## config.mk

```make
export PLATFORM = sky130hd
export DESIGN_NAME = alu_seq
export DESIGN_NICKNAME = d
export VERILOG_FILES = /design/src/rtl/alu_seq_pkg.sv /design/src/rtl/alu_popcnt.sv /design/src/rtl/alu_seq.sv
export SDC_FILE = /design/constraint.sdc
export NUM_CORES = 1
export LEC_CHECK = 0
export ABC_AREA = 1
export BUFFER_PORTS_ARGS = -buffer_cell sky130_fd_sc_hd__buf_2
export CAP_MARGIN = 10
export CORE_ASPECT_RATIO = 0.5
export CORE_MARGIN = 1
export CORE_UTILIZATION = 50
export CTS_CLUSTER_DIAMETER = 100
export DETAILED_ROUTE_END_ITERATION = 10
export GPL_TIMING_DRIVEN = 0
export PLACE_DENSITY_LB_ADDON = 0.15
export SETUP_SLACK_MARGIN = 0.3
export SYNTH_ARGS = -nofsm -noshare
export SYNTH_HDL_FRONTEND = slang
export SYNTH_HIERARCHICAL = 1
export SYNTH_SLANG_ARGS = --single-unit
```

## constraint.sdc

```tcl
create_clock -name clk -period 1.65 [get_ports clk]
set_input_delay 0.33 -clock clk [delete_from_list [all_inputs] [get_ports clk]]
set_output_delay 0.33 -clock clk [all_outputs]
set_load 0.05 [all_outputs]
```

## src/rtl/alu_seq_pkg.sv

```systemverilog
// Shared types and constants for the sequential ALU (alu_seq) and its popcount helper.
package alu_seq_pkg;

    localparam int DEF_W = 8;

    typedef enum logic [3:0] {
        OP_LOAD    = 4'd0,
        OP_STORE   = 4'd1,
        OP_XOR     = 4'd2,
        OP_COUNT1S = 4'd3,
        OP_ADD     = 4'd4,
        OP_MOV1    = 4'd5,
        OP_MOV2    = 4'd6,
        OP_CLRC    = 4'd7,
        OP_JLT     = 4'd8,
        OP_JLE     = 4'd9,
        OP_JGE     = 4'd10
    } alu_op_t;

    typedef enum logic [1:0] {
        IDLE = 2'd0,
        BUSY = 2'd1,
        DONE = 2'd2
    } alu_state_t;

    // COUNT1s is the only opcode that takes more than one cycle.
    function automatic logic is_iterative(input alu_op_t op);
        return (op == OP_COUNT1S);
    endfunction

endpackage

```

## src/rtl/alu_popcnt.sv

```systemverilog
// Iterative popcount: consumes CNT_STEP bits per cycle, W/CNT_STEP cycles after i_start.
// o_last/o_sum are combinational so the caller can register the final sum on the last step.
module alu_popcnt #(
    parameter int W        = 8,
    parameter int CNT_STEP = 1
) (
    input  logic         clk,
    input  logic         rst_n,
    input  logic         i_start,
    input  logic [W-1:0] i_data,
    output logic         o_last,
    output logic [W-1:0] o_sum
);

    localparam int STEPS = W / CNT_STEP;
    localparam int SW    = (STEPS > 1) ? $clog2(STEPS) : 1;

    if ((W % CNT_STEP) != 0) begin : g_bad_step
        $error("alu_popcnt: CNT_STEP (%0d) must divide W (%0d)", CNT_STEP, W);
    end

    logic          r_busy;
    logic [W-1:0]  r_data;
    logic [W-1:0]  r_count;
    logic [SW-1:0] r_step;
    logic [W-1:0]  w_chunk;

    // Ones in the low CNT_STEP bits of the working shift register.
    always_comb begin
        w_chunk = '0;
        for (int i = 0; i < CNT_STEP; i++) begin
            w_chunk = w_chunk + W'(r_data[i]);
        end
    end

    assign o_sum  = r_count + w_chunk;
    assign o_last = r_busy && (r_step == SW'(STEPS - 1));

    // Shift-and-add iteration; a reset discards any count in progress.
    always_ff @(posedge clk or negedge rst_n) begin
        if (!rst_n) begin
            r_busy  <= 1'b0;
            r_data  <= '0;
            r_count <= '0;
            r_step  <= '0;
        end else if (i_start) begin
            r_busy  <= 1'b1;
            r_data  <= i_data;
            r_count <= '0;
            r_step  <= '0;
        end else if (r_busy) begin
            r_data  <= r_data >> CNT_STEP;
            r_count <= o_sum;
            r_step  <= r_step + SW'(1);
            if (o_last) begin
                r_busy <= 1'b0;
            end
        end
    end

endmodule

```

## src/rtl/alu_seq.sv

```systemverilog
// Clocked ALU with valid/ready command and result handshakes, sticky carry and iterative COUNT1s.
// Optional macro ALU_FLAGS_EN adds registered zero/parity flag outputs.
module alu_seq
    import alu_seq_pkg::*;
#(
    parameter int W        = DEF_W,
    parameter int CNT_STEP = 1,
    parameter int CMD_W    = 4
) (
    input  logic             clk,
    input  logic             rst_n,
    input  logic             in_valid,
    output logic             in_ready,
    input  logic [CMD_W-1:0] alu_cmd,
    input  logic [W-1:0]     in_a,
    input  logic [W-1:0]     in_b,
    input  logic [W-1:0]     acc,
    output logic             out_valid,
    input  logic             out_ready,
    output logic [W-1:0]     rslt,
    output logic [W-1:0]     store,
    output logic             je,
    output logic             sc_o
`ifdef ALU_FLAGS_EN
    ,
    output logic             zero,
    output logic             pari
`endif
);

    if (CMD_W < 4) begin : g_bad_cmd_w
        $error("alu_seq: CMD_W (%0d) must be at least 4", CMD_W);
    end

    alu_state_t r_state, w_state_nxt;
    logic [W-1:0] r_rslt, r_store, w_rslt_nxt, w_store_nxt;
    logic         r_je, r_carry, w_je_nxt, w_carry_nxt;

    logic         w_in_ready, w_accept, w_start, w_hi_zero;
    alu_op_t      w_op;
    logic [W:0]   w_add;
    logic [W-1:0] w_op_rslt, w_op_store;
    logic         w_op_je, w_op_carry;
    logic         w_pc_last;
    logic [W-1:0] w_pc_sum;

    // Opcode bits above the defined range make the command a reserved no-op.
    if (CMD_W > 4) begin : g_cmd_hi
        assign w_hi_zero = ~|alu_cmd[CMD_W-1:4];
    end else begin : g_cmd_exact
        assign w_hi_zero = 1'b1;
    end

    assign w_op       = alu_op_t'(alu_cmd[3:0]);
    assign w_in_ready = (r_state == IDLE) || ((r_state == DONE) && out_ready);
    assign w_accept   = in_valid && w_in_ready;
    assign w_start    = w_accept && w_hi_zero && is_iterative(w_op);
    assign w_add      = {1'b0, in_a} + {1'b0, acc} + (W+1)'(r_carry);

    // Single-cycle opcode results, evaluated on the live operands at the accept edge.
    always_comb begin
        w_op_rslt  = '0;
        w_op_store = '0;
        w_op_je    = 1'b0;
        w_op_carry = r_carry;
        if (w_hi_zero) begin
            case (w_op)
                OP_LOAD:    w_op_rslt = acc;
                OP_STORE: begin
                    w_op_rslt  = acc;
                    w_op_store = in_a;
                end
                OP_XOR:     w_op_rslt = in_a ^ acc;
                OP_COUNT1S: w_op_rslt = '0;
                OP_ADD:     {w_op_carry, w_op_rslt} = w_add;
                OP_MOV1:    w_op_rslt = in_a;
                OP_MOV2:    w_op_rslt = acc;
                OP_CLRC:    w_op_carry = 1'b0;
                OP_JLT:     w_op_je = (in_a < in_b);
                OP_JLE:     w_op_je = (in_a <= in_b);
                OP_JGE:     w_op_je = (in_a >= in_b);
                default:    w_op_rslt = '0;
            endcase
        end else begin
            w_op_rslt = '0;
        end
    end

    alu_popcnt #(
        .W        (W),
        .CNT_STEP (CNT_STEP)
    ) u_popcnt (
        .clk     (clk),
        .rst_n   (rst_n),
        .i_start (w_start),
        .i_data  (in_a),
        .o_last  (w_pc_last),
        .o_sum   (w_pc_sum)
    );

    // Control sequencing; outputs hold their values unless a new result lands.
    always_comb begin
        w_state_nxt = r_state;
        w_rslt_nxt  = r_rslt;
        w_store_nxt = r_store;
        w_je_nxt    = r_je;
        w_carry_nxt = r_carry;
        if (w_accept) begin
            w_carry_nxt = w_op_carry;
            if (w_start) begin
                w_state_nxt = BUSY;
            end else begin
                w_state_nxt = DONE;
                w_rslt_nxt  = w_op_rslt;
                w_store_nxt = w_op_store;
                w_je_nxt    = w_op_je;
            end
        end else if ((r_state == BUSY) && w_pc_last) begin
            w_state_nxt = DONE;
            w_rslt_nxt  = w_pc_sum;
            w_store_nxt = '0;
            w_je_nxt    = 1'b0;
        end else if ((r_state == DONE) && out_ready) begin
            w_state_nxt = IDLE;
        end else begin
            w_state_nxt = r_state;
        end
    end

    // State, carry and result registers.
    always_ff @(posedge clk or negedge rst_n) begin
        if (!rst_n) begin
            r_state <= IDLE;
            r_rslt  <= '0;
            r_store <= '0;
            r_je    <= 1'b0;
            r_carry <= 1'b0;
        end else begin
            r_state <= w_state_nxt;
            r_rslt  <= w_rslt_nxt;
            r_store <= w_store_nxt;
            r_je    <= w_je_nxt;
            r_carry <= w_carry_nxt;
        end
    end

    assign in_ready  = w_in_ready;
    assign out_valid = (r_state == DONE);
    assign rslt      = r_rslt;
    assign store     = r_store;
    assign je        = r_je;
    assign sc_o      = r_carry;

`ifdef ALU_FLAGS_EN
    logic r_zero, r_pari, w_rslt_ld;

    function automatic logic f_parity(input logic [W-1:0] v);
        return ^v;
    endfunction

    assign w_rslt_ld = (w_accept && !w_start) || ((r_state == BUSY) && w_pc_last);

    // Flags are captured together with the result they describe.
    always_ff @(posedge clk or negedge rst_n) begin
        if (!rst_n) begin
            r_zero <= 1'b0;
            r_pari <= 1'b0;
        end else if (w_rslt_ld) begin
            r_zero <= (w_rslt_nxt == '0);
            r_pari <= f_parity(w_rslt_nxt);
        end
    end

    assign zero = r_zero;
    assign pari = r_pari;
`endif

endmodule
```

==> impl_metrics.prom, run 1 <==
# TYPE chip_impl_metric gauge
chip_impl_info{name="most-common-layout-cells",value="sky130_fd_sc_hd__nand2_1, sky130_fd_sc_hd__buf_2, sky130_fd_sc_hd__dfrtp_1, sky130_fd_sc_hd__inv_1"} 1
chip_impl_metric{name="critical_path.max_stage_delay",unit="ns"} 0.41
chip_impl_metric{name="fin_crit_sh",unit="%"} 111.8
chip_impl_metric{name="detailedRoute.firstIterationViolations",unit=""} 148
chip_impl_metric{name="seqPwrFrac",unit="%"} 39.1
chip_impl_info{name="timing.critical_path.to_type",value="register"} 1
chip_impl_metric{name="cts_buffer_depth",unit=""} 2
chip_impl_metric{name="preCtsSetupSlack",unit="ns"} -0.3012
chip_impl_metric{name="drc_errors",unit=""} 0
chip_impl_info{name="top_delay_family_on_crit_path",value="simple AND/OR/NAND/NOR gates"} 1
chip_impl_metric{name="ys_ff_latch",unit=""} 40
chip_impl_info{name="holdCritPathClass",value="in2async"} 1
chip_impl_metric{name="ios",unit=""} 52
chip_impl_metric{name="nets",unit=""} 510
chip_impl_metric{name="areaGrowthSynthToFinish",unit="%"} 39.51
chip_impl_metric{name="ys_async_sr_fraction",unit="%"} 100.0
chip_impl_metric{name="detail_route.first_pass.iterations",unit=""} 4
chip_impl_metric{name="synth_compound_gate_area_share",unit="%"} 12.70
chip_impl_metric{name="finClkSkew",unit="ns"} 0.003949
chip_impl_metric{name="cts_made_buffers",unit=""} 5
chip_impl_metric{name="min_tclk_post_route",unit="ns"} 1.844
chip_impl_metric{name="grt_max_degree",unit=""} 41
chip_impl_info{name="failed_checks",value="negative setup slack"} 1
chip_impl_metric{name="cp.arrival",unit="ns"} 2.06
chip_impl_metric{name="number_of_global_route_vias_before_repair",unit=""} 2618
chip_impl_metric{name="synth-seq-area-share",unit="%"} 34.32
chip_impl_metric{name="h-tree-depth",unit=""} 2
chip_impl_metric{name="core_area",unit="um2"} 5539
chip_impl_metric{name="p_leak",unit="uW"} 0.002085
chip_impl_metric{name="synth_edf_count",unit=""} 0
chip_impl_metric{name="effective_utilization_at_floorplan",unit="%"} 52.65
chip_impl_metric{name="relSlewSlack",unit="%"} 40.65
chip_impl_metric{name="ir_worst_vdd",unit="V"} 0.0004644
chip_impl_metric{name="tightest_slew",unit="ns"} 0.8902
chip_impl_metric{name="ys_warn_count",unit=""} 6
chip_impl_metric{name="hold_viol_final",unit=""} 0
chip_impl_metric{name="insertedDiodeCount",unit=""} 0
chip_impl_metric{name="syn-cell-area",unit="um2"} 2917
chip_impl_metric{name="wirelength",unit="mm"} 8.465
chip_impl_metric{name="synth.mux.area_fraction",unit="%"} 0
chip_impl_metric{name="hold_fix_buffer_count_after_cts",unit=""} 0
chip_impl_metric{name="grt_first_pass_wirelength",unit="mm"} 12.61
chip_impl_metric{name="worst_skew_pair.late_latency",unit="ns"} 0.28
chip_impl_metric{name="drt.antenna.violating_nets",unit=""} 0
chip_impl_metric{name="cts.clk_slew.worst_paths",unit="ns"} 0.06
chip_impl_metric{name="synthesis.instances",unit=""} 377
chip_impl_metric{name="cp_max_fo",unit=""} 4
chip_impl_metric{name="port_buffers",unit=""} 51
chip_impl_metric{name="switching_power",unit="uW"} 784.0
chip_impl_metric{name="setup_viol",unit=""} 8
chip_impl_metric{name="cell_internal_power_dissipation",unit="uW"} 1968
chip_impl_metric{name="groute.usage.overall",unit="%"} 27.27
chip_impl_info{name="timing.critical_path.cells",value="fa_2 > buf_4 > buf_4 > nand2_2 > nand2_2 > nand3b_1 > nand2_1 > nand2_1 > nand3_1 > nand2_1 > nand2_1 > a21oi_2"} 1
chip_impl_metric{name="critical_path_buf_inv_count",unit=""} 2
chip_impl_metric{name="post-route-util",unit="%"} 73.46
chip_impl_metric{name="clkPwrFrac",unit="%"} 40.3
chip_impl_info{name="final_common_cell",value="sky130_fd_sc_hd__nand2_1"} 1
chip_impl_metric{name="routabilityCongestion",unit=""} 0.9021
chip_impl_info{name="critical-path-top-cell-by-count",value="sky130_fd_sc_hd__nand2_1"} 1
chip_impl_metric{name="vias",unit=""} 2827
chip_impl_metric{name="grt_overflow",unit=""} 0
chip_impl_metric{name="maxSlewViolCount",unit=""} 0
chip_impl_metric{name="chipWidth",unit="um"} 110.0
chip_impl_info{name="postSynth.topFlopCell",value="sky130_fd_sc_hd__dfrtp_1"} 1
chip_impl_info{name="kind_of_start_point_of_the_critical_path",value="register"} 1
chip_impl_metric{name="fmax",unit="MHz"} 542.2
chip_impl_metric{name="wire_per_inst",unit="um"} 15.97
chip_impl_metric{name="clock_sinks",unit=""} 40
chip_impl_metric{name="syn_area_per_cell",unit="um2"} 7.736
chip_impl_info{name="classification_of_the_worst_setup_path",value="reg2reg"} 1
chip_impl_metric{name="synthDistinctLibCells",unit=""} 38
chip_impl_info{name="status",value="finished with violations"} 1
chip_impl_metric{name="die_h",unit="um"} 56.01
chip_impl_metric{name="netSwitchingFraction",unit="%"} 28.49
chip_impl_metric{name="comb_power_share",unit="%"} 20.6
chip_impl_metric{name="multi_input_area",unit="um2"} 1998
chip_impl_metric{name="number_of_max_cap_violations",unit=""} 0
chip_impl_metric{name="fillers",unit=""} 401
chip_impl_info{name="critical_path.slowest_cell",value="sky130_fd_sc_hd__dfrtp_2"} 1
chip_impl_metric{name="row_count",unit=""} 19
chip_impl_metric{name="layout-drive-gt1-share",unit="%"} 43.98
chip_impl_metric{name="worstPathRequired",unit="ns"} 1.86
chip_impl_info{name="grt_setup_unrepaired",value="yes"} 1
chip_impl_info{name="synth_top_family_by_area",value="simple AND/OR/NAND/NOR gates"} 1
chip_impl_metric{name="synth_xor_area_share",unit="%"} 1.158
chip_impl_info{name="cts_tree",value="yes"} 1
chip_impl_metric{name="half_perimeter_wire_length_after_detailed_placement",unit="mm"} 5.532
chip_impl_info{name="root_buffer",value="sky130_fd_sc_hd__clkbuf_16"} 1
chip_impl_metric{name="floorplan.die_area",unit="um2"} 6161
chip_impl_metric{name="yosys.area_share.adder",unit="%"} 9.953
chip_impl_metric{name="power_per_cell_area",unit="nW/um2"} 676.3
chip_impl_metric{name="synthesis.nets",unit=""} 431
chip_impl_metric{name="antenna_found_initial",unit=""} 0
chip_impl_metric{name="viasPerCell",unit=""} 5.334
chip_impl_metric{name="regArea",unit="um2"} 1003
chip_impl_metric{name="yosys.area_share.simple",unit="%"} 33.20
chip_impl_metric{name="post_layout_worst_setup_margin",unit="ns"} -0.1944
[final timing paths]
kind | from | depth (start not counted) | end | slack (ns)
max | sc_o | 12 | rslt[5] | -0.19
max reg2reg | sc_o | 12 | rslt[5] | -0.19
min | rst_n | 1 | u_popcnt/r_step[0] | 0.17
max in group asynchronous | rst_n | 1 | sc_o | 0.86
min in group clk | in_a[2] | 3 | store[2] | 0.36
min reg2reg | je | 2 | je | 0.49
[cells in the mapped netlist (6+ instances only)]
master                    instances  area (um2)
sky130_fd_sc_hd__a21oi_1         29       145.1
sky130_fd_sc_hd__ha_1            20       250.2
sky130_fd_sc_hd__inv_1           39       146.4
sky130_fd_sc_hd__nand3_1         29       145.1
sky130_fd_sc_hd__dfrtp_1         40        1001
sky130_fd_sc_hd__inv_2            9       33.78
sky130_fd_sc_hd__nand2_2         11       68.82
sky130_fd_sc_hd__o21ai_1          6       30.03
sky130_fd_sc_hd__nand2_1        103       386.6
sky130_fd_sc_hd__nor2_1          22       82.58
sky130_fd_sc_hd__o21ai_2          8       70.07
[layout make-up]
cell class	instances	share of cell area, %
well taps	73	2.245
plain buffers	7	2.491
clock inverters	2	0.8610
repair buffers	71	11.84
multi-input cells	282	49.11
inverters	49	5.627
clock buffers	6	3.167
flip-flops and latches	40	24.66
[what timing repair did]
item | in CTS | in global routing
endpoints found under the setup margin | 41 | 42
pin swaps | 19 | 28
buffers inserted | 8 | 8
gates cloned | 2 | 3
resized for setup | 42 | 56
[power groups by stage]
stage | logic [uW] | registers [uW] | clock network, uW
floorplan | 289 | 1110 | 0
global placement | 459 | 1080 | 0
detailed placement | 478 | 1080 | 0
CTS | 506 | 1070 | 1100
global route | 631 | 1080 | 1160
finish | 568 | 1070 | 1110
[logic make-up (layout without fill, tap and decap cells)]
| kind of cell | count (synthesis) | in the layout |
|---|---|---|
| flip-flops | 40 | 40 |
| buffers and inverters | 56 | 135 |
| AND/OR/NAND/NOR | 198 | 199 |
| AO/OA/AOI/OAI | 58 | 58 |
| adder cells (fa/ha/maj) | 22 | 22 |
| XOR/XNOR | 3 | 3 |
[stage by stage]
step	hold WS, ns	setup TNS [ns]	total power [uW]	cells	cell area [um2]
after floorplan	0.03441	-0.9648	1399	377	3009
after global placement	0.4680	-1.259	1540	501	3356
after detailed placement	0.4768	-1.488	1562	501	3356
after CTS	0.2153	-0.5594	2678	519	3744
after global routing	0.2617	-1.845	2871	530	4069
final	0.1692	-1.087	2752	530	4069
[registers in the layout, indices dropped and copies added (netlist names)]
register          flops
rslt                  8
store                 8
u_popcnt/r_count      8
u_popcnt/r_data       8
u_popcnt/r_step       3
r_state               2
je                    1
sc_o                  1
u_popcnt/r_busy       1
[per-layer routing]
layer	part of all wire, %	wire length (um)	global-route usage [%]
met5	0	0	0
met4	1.3	107	6.857
met3	4.0	337	3.981
met2	48	4101	42.50
met1	46	3920	39.69
(Power assumes the default switching activity.)
==> run 2: changes to the inputs <==
==> constraint.sdc (replaced) <==
create_clock -name clk -period 1.65 [get_ports clk]
set_input_delay 0 -clock clk [delete_from_list [all_inputs] [get_ports clk]]
set_output_delay 0 -clock clk [all_outputs]
set_load 0.05 [all_outputs]
==> run 2 against run 1 <==
Clock-buffer cell count stayed put. Routed wire length rose by 0.14%. The run still ends with negative setup slack left. Sequential power hardly changed. Core utilization fell by 0.34 points. Die area unchanged. Via count increased by 1.5%. Sequential share of layout area up 0.11 points. Critical endpoint is now rslt[6]. Combinational power up 0.7%.
==> impl_metrics.prom, run 2 (same netlist as run 1, synthesis figures left out) <==
# TYPE chip_impl_metric gauge
chip_impl_metric{name="fmax",unit="MHz"} 545.1
chip_impl_metric{name="layoutNonFillerInstCount",unit=""} 536
chip_impl_info{name="status",value="finished with violations"} 1
chip_impl_metric{name="cell_internal_power_dissipation",unit="uW"} 1860
chip_impl_metric{name="p_leak",unit="uW"} 0.002089
chip_impl_metric{name="floorplan.die_area",unit="um2"} 6161
chip_impl_metric{name="fillers",unit=""} 412
chip_impl_metric{name="core_area",unit="um2"} 5539
chip_impl_metric{name="vias",unit=""} 2870
chip_impl_metric{name="hold-worst-slack",unit="ns"} 0.03182
chip_impl_metric{name="fin_crit_sh",unit="%"} 111.2
chip_impl_metric{name="row_count",unit=""} 19
chip_impl_metric{name="groute.usage.overall",unit="%"} 28.34
chip_impl_metric{name="cp.arrival",unit="ns"} 2.05
chip_impl_info{name="critical_path.slowest_cell",value="sky130_fd_sc_hd__dfrtp_2"} 1
chip_impl_metric{name="reg2reg_setup_slack",unit="ns"} -0.18
chip_impl_metric{name="maxSlewViolCount",unit=""} 0
chip_impl_metric{name="routabilityCongestion",unit=""} 0.9046
chip_impl_metric{name="worstPathRequired",unit="ns"} 1.87
chip_impl_metric{name="grt_overflow",unit=""} 0
chip_impl_info{name="holdCritPathClass",value="in2reg"} 1
chip_impl_info{name="timing.critical_path.cells",value="fa_2 > inv_2 > fa_2 > inv_2 > nand2_2 > nand2_2 > nand3_2 > nand2_1 > nand2_2 > nand3_2 > nand2_2 > nand2_2 > a21oi_2"} 1
chip_impl_metric{name="chipWidth",unit="um"} 110.0
chip_impl_metric{name="detailedRoute.firstIterationViolations",unit=""} 138
chip_impl_metric{name="reg2reg_depth",unit=""} 13
chip_impl_info{name="grt_setup_unrepaired",value="yes"} 1
chip_impl_metric{name="ios",unit=""} 52
chip_impl_metric{name="ir_worst_vdd",unit="V"} 0.0004306
chip_impl_info{name="root_buffer",value="sky130_fd_sc_hd__clkbuf_16"} 1
chip_impl_metric{name="comb_power_share",unit="%"} 21.4
chip_impl_metric{name="hold_viol_final",unit=""} 0
chip_impl_info{name="critical-path-top-cell-by-count",value="sky130_fd_sc_hd__nand2_2"} 1
chip_impl_info{name="classification_of_the_worst_setup_path",value="reg2reg"} 1
chip_impl_metric{name="drt.antenna.violating_nets",unit=""} 0
chip_impl_metric{name="grt_first_pass_wirelength",unit="mm"} 13.31
chip_impl_metric{name="placed_cells_incl_taps",unit=""} 501
chip_impl_metric{name="worst_skew_pair.late_latency",unit="ns"} 0.29
chip_impl_metric{name="effective_utilization_at_floorplan",unit="%"} 52.65
chip_impl_metric{name="multi_input_area",unit="um2"} 1981
chip_impl_metric{name="post_layout_worst_setup_margin",unit="ns"} -0.1846
chip_impl_metric{name="cts_buffer_depth",unit=""} 2
chip_impl_metric{name="half_perimeter_wire_length_after_detailed_placement",unit="mm"} 5.460
chip_impl_metric{name="cts_made_buffers",unit=""} 5
chip_impl_metric{name="clkPwrFrac",unit="%"} 38.4
chip_impl_metric{name="h-tree-depth",unit=""} 2
chip_impl_info{name="timing.critical_path.to_type",value="register"} 1
chip_impl_metric{name="number_of_max_cap_violations",unit=""} 0
chip_impl_info{name="crit_path_start",value="sc_o"} 1
chip_impl_metric{name="min_tclk_post_route",unit="ns"} 1.835
chip_impl_metric{name="relSlewSlack",unit="%"} 39.03
chip_impl_metric{name="layout-drive-gt1-share",unit="%"} 45.79
chip_impl_info{name="kind_of_start_point_of_the_critical_path",value="register"} 1
chip_impl_info{name="critical_path.endpoint",value="rslt[6]"} 1
chip_impl_metric{name="setup_viol",unit=""} 8
chip_impl_info{name="final_common_cell",value="sky130_fd_sc_hd__nand2_1"} 1
chip_impl_metric{name="port_buffers",unit=""} 51
chip_impl_metric{name="drc_errors",unit=""} 0
chip_impl_metric{name="nets",unit=""} 516
chip_impl_metric{name="regArea",unit="um2"} 1003
chip_impl_info{name="most-common-layout-cells",value="sky130_fd_sc_hd__nand2_1, sky130_fd_sc_hd__buf_2, sky130_fd_sc_hd__dfrtp_1, sky130_fd_sc_hd__inv_1, sky130_fd_sc_hd__nand2_2"} 1
chip_impl_metric{name="finClkSkew",unit="ns"} 0.007724
chip_impl_metric{name="post-route-util",unit="%"} 73.12
chip_impl_metric{name="grt_max_degree",unit=""} 41
chip_impl_metric{name="netSwitchingFraction",unit="%"} 30.28
chip_impl_metric{name="areaGrowthSynthToFinish",unit="%"} 38.87
chip_impl_metric{name="wirelength",unit="mm"} 8.477
chip_impl_metric{name="fin_tns_setup",unit="ns"} -0.9030
chip_impl_metric{name="cp_max_fo",unit=""} 3
chip_impl_info{name="timing.rr.end",value="rslt[6]"} 1
chip_impl_metric{name="cts.clk_slew.worst_paths",unit="ns"} 0.06
chip_impl_metric{name="insertedDiodeCount",unit=""} 0
chip_impl_metric{name="die_h",unit="um"} 56.01
chip_impl_metric{name="power_per_cell_area",unit="nW/um2"} 658.7
chip_impl_metric{name="switching_power",unit="uW"} 807.7
chip_impl_info{name="worst_r2r_startpoint",value="sc_o"} 1
chip_impl_metric{name="antenna_found_initial",unit=""} 0
chip_impl_metric{name="number_of_global_route_vias_before_repair",unit=""} 2791
chip_impl_metric{name="wire_per_inst",unit="um"} 15.82
chip_impl_metric{name="detail_route.first_pass.iterations",unit=""} 4
chip_impl_info{name="failed_checks",value="negative setup slack"} 1
chip_impl_metric{name="tightest_slew",unit="ns"} 0.9145
chip_impl_metric{name="clock_sinks",unit=""} 40
chip_impl_metric{name="critical_path.max_stage_delay",unit="ns"} 0.42
chip_impl_info{name="cts_tree",value="yes"} 1
chip_impl_metric{name="seqPwrFrac",unit="%"} 40.1
chip_impl_metric{name="viasPerCell",unit=""} 5.354
==> run 2: worst max-delay path: cells and delay by family (launching register included) <==
kind                       cells  cell delay [ns]
and+or+nand+nor                8             0.57
adders and majority gates      2             0.55
DFF                            1             0.42
buffers and inverters          2             0.11
AOI/OAI and AO/OA              1             0.11
==> run 2: area by class of cell <==
type / instances / share of cell area (%)
flip-flops and latches: 40 / 24.78
clock inverters: 2 / 0.3707
multi-input cells: 282 / 48.90
plain buffers: 7 / 2.008
inverters: 49 / 5.406
repair buffers: 77 / 12.85
clock buffers: 6 / 3.429
well taps: 73 / 2.255
==> run 2: worst min-delay path by stage <==
stage	start	end	cells past startpoint	slack, ns
2_1_floorplan	rst_n	je	0	-0.30
3_3_place_gp	rst_n	u_popcnt/r_count[7]	1	0.17
3_5_place_dp	rst_n	u_popcnt/r_step[0]	1	0.19
4_1_cts	in_a[2]	store[2]	3	0.03
5_1_grt	in_a[4]	store[4]	3	0.04
6_report	in_a[2]	store[2]	3	0.03
==> run 2: what timing repair did <==
action,in CTS,in global routing
buffers inserted,15,7
hold endpoints to repair,40,0
gates resized for setup,48,44
hold buffers,1,0
endpoints found under the setup margin,39,40
pin swaps,25,20
cloned,4,0
==> run 2: metrics by stage <==
step | worst slack (ns) | total power (uW) | instance area [um2]
after floorplan | -0.1765 | 1399 | 3007
after global placement | -0.1870 | 1540 | 3353
after detailed placement | -0.2301 | 1560 | 3353
after CTS | -0.1712 | 2607 | 3842
after global routing | -0.2561 | 2785 | 4050
final | -0.1846 | 2668 | 4050
==> run 2: per-layer routing <==
layer	GRT usage, %	wire [um]
met1	39.93	3864
met2	45.54	4048
met3	4.918	452
met4	6.095	112
met5	0	0
==> run 2: power by group through the flow <==
stage	combinational, uW	sequential [uW]	clock (uW)
detailed placement	477	1080	0
floorplan	289	1110	0
global route	635	1070	1070
CTS	518	1070	1020
global placement	459	1080	0
finish	572	1070	1030
